<file path="config.mk">
export PLATFORM = sky130hd
export DESIGN_NAME = ext_ram_burst_ctrl
export DESIGN_NICKNAME = d
export VERILOG_FILES = /design/src/rtl/ext_ram_burst_ctrl.sv
export SDC_FILE = /design/constraint.sdc
export NUM_CORES = 1
export LEC_CHECK = 0
export CAP_MARGIN = 20
export CORE_ASPECT_RATIO = 1.1
export CORE_MARGIN = 1.5
export CORE_UTILIZATION = 38
export CTS_BUF_LIST = sky130_fd_sc_hd__clkbuf_4
export CTS_CLUSTER_DIAMETER = 40
export DETAILED_ROUTE_END_ITERATION = 8
export PLACE_DENSITY = 0.81
export SLEW_MARGIN = 20
export SYNTH_ARGS = -nofsm -noshare
export SYNTH_HDL_FRONTEND = slang
export SYNTH_SLANG_ARGS = --single-unit
</file>
<file path="constraint.sdc">
create_clock -name clk -period 5.15 [get_ports clk]
set_input_delay 1.03 -clock clk [delete_from_list [all_inputs] [get_ports clk]]
set_output_delay 1.03 -clock clk [all_outputs]
set_load 0.05 [all_outputs]
</file>
<file path="src/rtl/ext_ram_burst_ctrl.sv">
// Burst controller between the LDPC node processors and the extrinsic-message RAM.
// It accepts one burst request at a time and splits it into single-word accesses
// on a single-port synchronous RAM. That RAM has a 1-cycle registered read.
// Write words stream in through a valid/ready handshake. Read words stream out
// one cycle after each issue, with no backpressure.
module ext_ram_burst_ctrl #(
    parameter int DATA_WIDTH = 8,
    parameter int ADDR_WIDTH = 8,
    parameter int LEN_WIDTH  = 8
) (
    input  logic                  clk,
    input  logic                  rst_n,
    input  logic                  req_valid,
    output logic                  req_ready,
    input  logic                  req_we,
    input  logic [ADDR_WIDTH-1:0] req_addr,
    input  logic [LEN_WIDTH-1:0]  req_len,
    input  logic                  wr_valid,
    output logic                  wr_ready,
    input  logic [DATA_WIDTH-1:0] wr_data,
    output logic                  rd_valid,
    output logic [DATA_WIDTH-1:0] rd_data,
    output logic                  rd_last,
    output logic                  done,
    output logic                  ram_cs,
    output logic                  ram_we,
    output logic [ADDR_WIDTH-1:0] ram_addr,
    output logic [DATA_WIDTH-1:0] ram_wdata,
    input  logic [DATA_WIDTH-1:0] ram_rdata
);

    typedef enum logic [1:0] {S_IDLE, S_WRITE, S_READ} state_t;

    state_t                state_q, state_d;
    logic [ADDR_WIDTH-1:0] addr_q, addr_d;
    logic [LEN_WIDTH-1:0]  cnt_q, cnt_d;
    logic                  req_ready_q, rd_valid_q, rd_last_q, done_q;

    logic wr_acc, rd_iss, last_beat;

    assign wr_acc    = (state_q == S_WRITE) && wr_valid;
    assign rd_iss    = (state_q == S_READ);
    assign last_beat = (cnt_q == '0);

    // A RAM access happens on every accepted write word and on every cycle in READ.
    // Write data always passes straight through, because the RAM ignores it unless ram_we is set.
    assign ram_cs    = wr_acc || rd_iss;
    assign ram_we    = (state_q == S_WRITE);
    assign wr_ready  = (state_q == S_WRITE);
    assign ram_addr  = addr_q;
    assign ram_wdata = wr_data;

    // The RAM holds data_out while it is idle or writing. That makes the read word
    // still valid in the cycle after the last read, even if a new write burst has started.
    assign rd_data   = ram_rdata;
    assign req_ready = req_ready_q;
    assign rd_valid  = rd_valid_q;
    assign rd_last   = rd_last_q;
    assign done      = done_q;

    // Next-state logic: latch a request in IDLE, then step addr/cnt once per beat.
    always_comb begin
        state_d = state_q;
        addr_d  = addr_q;
        cnt_d   = cnt_q;
        case (state_q)
            S_IDLE: begin
                if (req_valid && req_ready_q) begin
                    addr_d  = req_addr;
                    cnt_d   = req_len;
                    state_d = req_we ? S_WRITE : S_READ;
                end
            end
            S_WRITE, S_READ: begin
                if (wr_acc || rd_iss) begin
                    addr_d = addr_q + 1'b1;   // wraps modulo 2^ADDR_WIDTH
                    if (last_beat) state_d = S_IDLE;
                    else           cnt_d   = cnt_q - 1'b1;
                end
            end
            default: state_d = S_IDLE;
        endcase
    end

    // State and registered handshake/status outputs.
    // req_ready is high again in the same cycle as done, so the next burst can start without a bubble.
    always_ff @(posedge clk or negedge rst_n) begin
        if (!rst_n) begin
            state_q     <= S_IDLE;
            addr_q      <= '0;
            cnt_q       <= '0;
            req_ready_q <= 1'b0;
            rd_valid_q  <= 1'b0;
            rd_last_q   <= 1'b0;
            done_q      <= 1'b0;
        end else begin
            state_q     <= state_d;
            addr_q      <= addr_d;
            cnt_q       <= cnt_d;
            req_ready_q <= (state_d == S_IDLE);
            rd_valid_q  <= rd_iss;
            rd_last_q   <= rd_iss && last_beat;
            done_q      <= (rd_iss || wr_acc) && last_beat;
        end
    end

endmodule
</file>
==> reports/metrics.yaml, run 1 <==
outcome: "finished clean"
hold_violations: 0
path_delay_family: "buffers and inverters"
synth.top_cell.area_share_pct: 36.12
cts_tree: "built"
slew_violations: 0
clock-root-buffer: "clkbuf_4"
ios: 68
syn_nets: 213
avgSynthCellArea_um2: 8.964
ys_seq_elements: 22
hold_buffers: 0
grt_pass1_vias: 1235
startpoint_type: "input port"
worstSetupEndpointType: "primary output"
worst_pin_slew_ps: 833.1
yosysSeqAreaShare_pct: 36.12
row_count: 23
max_cap_violations: 0
wl_per_cell_um: 14.32
critPathMaxFanout: 16
crit_type: "input port to primary output"
dieArea_um2: 4400
yosysWarnings: 0
synthFlopType: "dfrtp_1"
syn-instance-count: 170
die_w_um: 63.38
fin_ws_ps: 1154
routabilityCongestion: 0.8585
ir_worst_vdd_uv: 311.0
yosys.area.top_type: "dfrtp_1"
postCtsSetupBuffers: 0
viasPerCell: 5.896
insertion_delay_ps: 310
r2r-start: "state_q[0]$_DFF_PN0_"
min_from: "cnt_q[6]$_DFFE_PN0P_"
port_buffers: 35
synth_cell_types: 47
p_leak_nw: 0.6833
path_buf_inv: 3
cts_buffers: 3
hpwl_mm: 2.415
fin_nets: 226
start_util_pct: 40.74
crit_slowest_cell: "clkdlybuf4s50_1"
required_ps: 4120
n_antenna_cell: 0
fillers: 364
drt_iter0_markers: 53
fin_setup_tns_ps: 0
dpl_worst_slack_ps: 1186
grt_pass1_wl_mm: 5.671
fin_util_pct: 47.83
vias: 1362
dr.pass1.iters: 4
fin_area_um2: 1789
yosysMostFrequentCell: "dfrtp_1"
grt_max_degree: 30
wl_mm: 3.308
critPathMostFrequentCell: "clkdlybuf4s50_1"
grt_setup_unrepaired: "no"
maxSlewHeadroom_pct: 44.46
cp_cell_sequence: "clkdlybuf4s50_1 -> a21oi_2 -> inv_1 -> clkdlybuf4s50_1"
skew_ps: 2.405
ys_top_cells_by_area: "dfrtp_1 36%, buf_4 8.4%, ha_1 4.9%, a21oi_1 4.3%, o21ai_0 3.0%"
ant_nets: 0
fin_crit_sh_pct: 77.59
core_area_um2: 3741
syn_to_final_growth_pct: 17.41
p_per_area_nw_per_um2: 747.0
crit_path_max_incr_delay_ps: 790
grt_use_total_pct: 15.62
synth_edf_count: 0
clk_pin_slew_worst_paths_ps: 120
place_area_um2: 1772
cts_resized: 0
hp-class: "flip-flop to flip-flop"
async_flop_share_pct: 100.0
layout-drive-gt1-share_pct: 7.182
yosys-top-cells-count: "22 x dfrtp_1, 17 x buf_4, 13 x a21oi_1, 10 x clkbuf_1, 10 x nor2_1"
clock_sinks: 22
drcViolationCount: 0
cp-startpoint: "wr_valid"
die_h_um: 69.42
grt_overflow: 0
fmax_mhz: 250.3
arrival_ps: 2970
clockBufferDepth: 2
setup_viol: 0
cts.htree.levels: 1
grt_antenna_before_repair: 0
period_minus_slack_ps: 3996
rrSetupSlack_ps: 2060
synth_area_um2: 1524
flip-flops by register name, summed over array words and instances, names as in the netlist:
name / count
state_q: 2
done: 1
rd_last: 1
req_ready: 1
ram_addr: 8
cnt_q: 8
rd_valid: 1
stage by stage:
stage / hold slack, ps / instances / power (mW)
floorplan: 462.7 / 170 / 1.068
global placement: 487.0 / 228 / 1.242
detailed placement: 491.1 / 228 / 1.264
CTS: 518.3 / 231 / 1.343
global route: 554.2 / 231 / 1.453
finish: 523.6 / 231 / 1.337
cell usage in the layout (no fill, tap or decap), types with 2 or more instances in the layout:
master and count:
nor2_1 10, o21ai_0 9, nor3b_1 2, o22ai_1 4
nor4b_1 2, a31o_2 2, inv_1 5, o32ai_1 2
mux2i_1 4, nand4_1 3, a41oi_1 3, clkdlybuf4s50_1 34
ha_1 6, clkbuf_4 3, a21o_1 2, a21oi_1 13
nor3_1 8, a31oi_1 2, and4_1 2, o22a_1 3
nor4_1 4, dfrtp_1 22, or3_1 3, nand3_1 2
nand2_1 8
path summary, 6_finish.rpt:
kind,to,cells past startpoint
max,ram_cs,4
min,cnt_q[6]$_DFFE_PN0P_,2
max reg2reg,cnt_q[7]$_DFFE_PN0P_,6
min in group asynchronous,cnt_q[0]$_DFFE_PN0P_,1
max in group asynchronous,cnt_q[6]$_DFFE_PN0P_,1
min reg2reg,cnt_q[6]$_DFFE_PN0P_,2
cell type report:
cell class	instances	area, um^2	share of cell area (%)
Multi-Input combinational cell	115	785.8	43.92
Sequential cell	22	550.5	30.77
Timing Repair Buffer	35	345.3	19.30
Tap cell	50	62.56	3.496
Clock buffer	3	22.52	1.259
Inverter	6	22.52	1.259
metal layers:
layer	routed length (um)	share of wire [%]	vias to the layer above	global-route usage, %
li1	-	-	652	-
met1	1516	46	653	21.56
met4	53	1.6	0	5.797
met5	0	0	-	0
met3	220	6.7	7	2.273
met2	1518	46	50	24.68
worst min-delay path: stages (launching register included):
cell     delay (ps)
dfrtp_1         350
o21ai_0          70
o21ai_0          70
kinds of logic after synthesis:
kind of cell / Yosys count / share of synthesized area [%]
AND/OR/NAND/NOR: 48 / 17.49
buffers and inverters: 33 / 12.32
multiplexers: 5 / 3.366
adder cells (fa/ha/maj): 6 / 4.926
flip-flops: 22 / 36.12
AO/OA/AOI/OAI: 56 / 25.78
report_power, final:
group / total [mW] / internal (mW) / switching, mW
clock network: 0.0797 / 0.0274 / 0.0524
logic: 0.904 / 0.342 / 0.562
registers: 0.353 / 0.255 / 0.0978
total: 1.34 / 0.625 / 0.712
Note: power is estimated with default switching activity, not from simulation.
==> run 2, diff against run 1 <==
--- a/config.mk
+++ b/config.mk
@@ -12,7 +12,7 @@
 export CTS_BUF_LIST = sky130_fd_sc_hd__clkbuf_4
 export CTS_CLUSTER_DIAMETER = 40
 export DETAILED_ROUTE_END_ITERATION = 8
-export PLACE_DENSITY = 0.81
+export PLACE_DENSITY = 0.84
 export SLEW_MARGIN = 20
 export SYNTH_ARGS = -nofsm -noshare
 export SYNTH_HDL_FRONTEND = slang
==> constraint.sdc (replaced) <==
create_clock -name clk -period 3.25 [get_ports clk]
set_input_delay 0.65 -clock clk [delete_from_list [all_inputs] [get_ports clk]]
set_output_delay 0.65 -clock clk [all_outputs]
set_load 0.05 [all_outputs]
==> reports/metrics.yaml, run 2 (synthesis results as in run 1) <==
row_count: 23  # unchanged
fillers: 364  # unchanged
required_ps: 2600  # -1520 ps
syn_to_final_growth_pct: 19.29
hold_violations: 0  # unchanged
grt_setup_unrepaired: "no"
cp-startpoint: "state_q[1]$_DFF_PN0_"
rrSetupSlack_ps: 970  # -1090 ps
grt_max_degree: 29  # -3.3%
clockBufferDepth: 2  # unchanged
reg2reg_depth: 6  # unchanged
dieArea_um2: 4400  # unchanged
hold_buffers: 0  # unchanged
ios: 68  # unchanged
ant_nets: 0  # unchanged
whs_ps: 516.7  # -6.895 ps
crit_path_max_incr_delay_ps: 820  # +30 ps
postCtsSetupBuffers: 0  # unchanged
fin_util_pct: 48.60  # +0.77 points
maxSlewHeadroom_pct: 53.60  # +9.1 points
grt_use_total_pct: 15.36  # -0.25 points
fmax_mhz: 391.3
grt_pass1_vias: 1272  # +3.0%
p_per_area_nw_per_um2: 1182  # +58%
cts_tree: "built"
vias: 1373  # +0.81%
port_buffers: 35  # unchanged
core_area_um2: 3741  # unchanged
viasPerCell: 5.843  # -0.91%
die_w_um: 63.38  # unchanged
setup_viol: 0  # unchanged
clk_pin_slew_worst_paths_ps: 130  # about the same
startpoint_type: "flip-flop"
arrival_ps: 1910  # -1060 ps
r2r-start: "state_q[0]$_DFF_PN0_"
cts_buffers: 3  # unchanged
wl_mm: 3.346  # +1.1%
outcome: "finished clean"
cp_cell_sequence: "inv_1 -> ha_1 -> clkdlybuf4s50_1"
ir_worst_vdd_uv: 390.7  # +26%
routabilityCongestion: 0.8301  # -3.3%
grt_overflow: 0  # unchanged
grt_pass1_wl_mm: 5.664  # -0.12%
crit_slowest_cell: "clkdlybuf4s50_1"
cts_resized: 0  # unchanged
crit_path_end: "ram_we"
crit_cells: 3  # -1
drcViolationCount: 0  # unchanged
period_minus_slack_ps: 2555
die_h_um: 69.42  # unchanged
wl_per_cell_um: 14.24  # -0.57%
clock_sinks: 22  # unchanged
skew_ps: 5.690  # +3.285 ps
fin_crit_sh_pct: 78.63
fin_nets: 229  # +1.3%
hp-class: "flip-flop to flip-flop"
grt_antenna_before_repair: 0  # unchanged
drt_iter0_markers: 78  # +47%
clock-root-buffer: "clkbuf_4"
layout-drive-gt1-share_pct: 8.649  # +1.5 points
worstSetupEndpointType: "primary output"
insertion_delay_ps: 300  # about the same
r2r_end: "cnt_q[7]$_DFFE_PN0P_"
path_delay_family: "buffers and inverters"
final_cell_mix: "34 x clkdlybuf4s50_1, 22 x dfrtp_1, 13 x a21oi_1"
dr.pass1.iters: 4  # unchanged
worst_pin_slew_ps: 693.5  # -139.7 ps
final_common_cell: "clkdlybuf4s50_1"
n_antenna_cell: 0  # unchanged
p_leak_nw: 0.7012  # +2.6%
fin_setup_tns_ps: 0  # unchanged
path_buf_inv: 2  # -1
critPathMaxFanout: 4  # -12
slew_violations: 0  # unchanged
crit_type: "flip-flop to primary output"
start_util_pct: 40.74  # unchanged
max_cap_violations: 0  # unchanged
cts.htree.levels: 1  # unchanged
hpwl_mm: 2.433  # +0.71%
==> run 2: worst min-delay path by stage <==
stage | slack (ps) | cells after the start | endpoint | from
3_5_place_dp | 490 | 2 | cnt_q[6]$_DFFE_PN0P_ | cnt_q[6]$_DFFE_PN0P_
2_1_floorplan | 350 | 0 | cnt_q[0]$_DFFE_PN0P_ | rst_n
4_1_cts | 520 | 2 | cnt_q[6]$_DFFE_PN0P_ | cnt_q[6]$_DFFE_PN0P_
3_3_place_gp | 490 | 2 | cnt_q[6]$_DFFE_PN0P_ | cnt_q[6]$_DFFE_PN0P_
5_1_grt | 580 | 2 | cnt_q[6]$_DFFE_PN0P_ | cnt_q[6]$_DFFE_PN0P_
6_report | 520 | 2 | cnt_q[6]$_DFFE_PN0P_ | cnt_q[6]$_DFFE_PN0P_
==> run 2: metal layers <==
metal / routed length (um) / global-route usage [%] / part of all wire, % / vias up
li1: - / - / - / 663
met1: 1586 / 20.98 / 47 / 658
met2: 1531 / 24.09 / 46 / 44
met3: 207 / 2.273 / 6.2 / 8
met4: 21 / 6.522 / 0.63 / 0
met5: 0 / 0 / 0 / -
==> run 2: tightest hold or removal path: stages (launching register included) <==
cell and delay (ps):
dfrtp_1 350, o21ai_0 70, o21ai_0 70
==> run 2: power breakdown <==
group / total (mW) / internal (mW) / leakage, nW / switching [mW]
sequential: 0.563 / 0.403 / 0.260 / 0.159
clock: 0.129 / 0.0448 / 0.0154 / 0.0840
combinational: 1.46 / 0.560 / 0.426 / 0.897
==> run 2: through the flow <==
step           setup slack (ps)  total power, mW  cell area [um^2]  cells
2_1_floorplan             571.2            1.692              1524    170
3_3_place_gp              824.4            1.986              1792    231
3_5_place_dp              803.4            2.015              1792    231
4_1_cts                   687.1            2.144              1818    235
5_1_grt                   584.5            2.296              1818    235
6_report                  694.6            2.149              1818    235
==> run 2: layout make-up <==
type / count / area, um^2 / area share, %
multi-input cells: 115 / 785.8 / 43.22
flip-flops and latches: 22 / 550.5 / 30.28
repair buffers: 38 / 370.4 / 20.37
well taps: 50 / 62.56 / 3.441
clock buffers: 3 / 22.52 / 1.239
inverters: 6 / 22.52 / 1.239
clock inverters: 1 / 3.754 / 0.2065
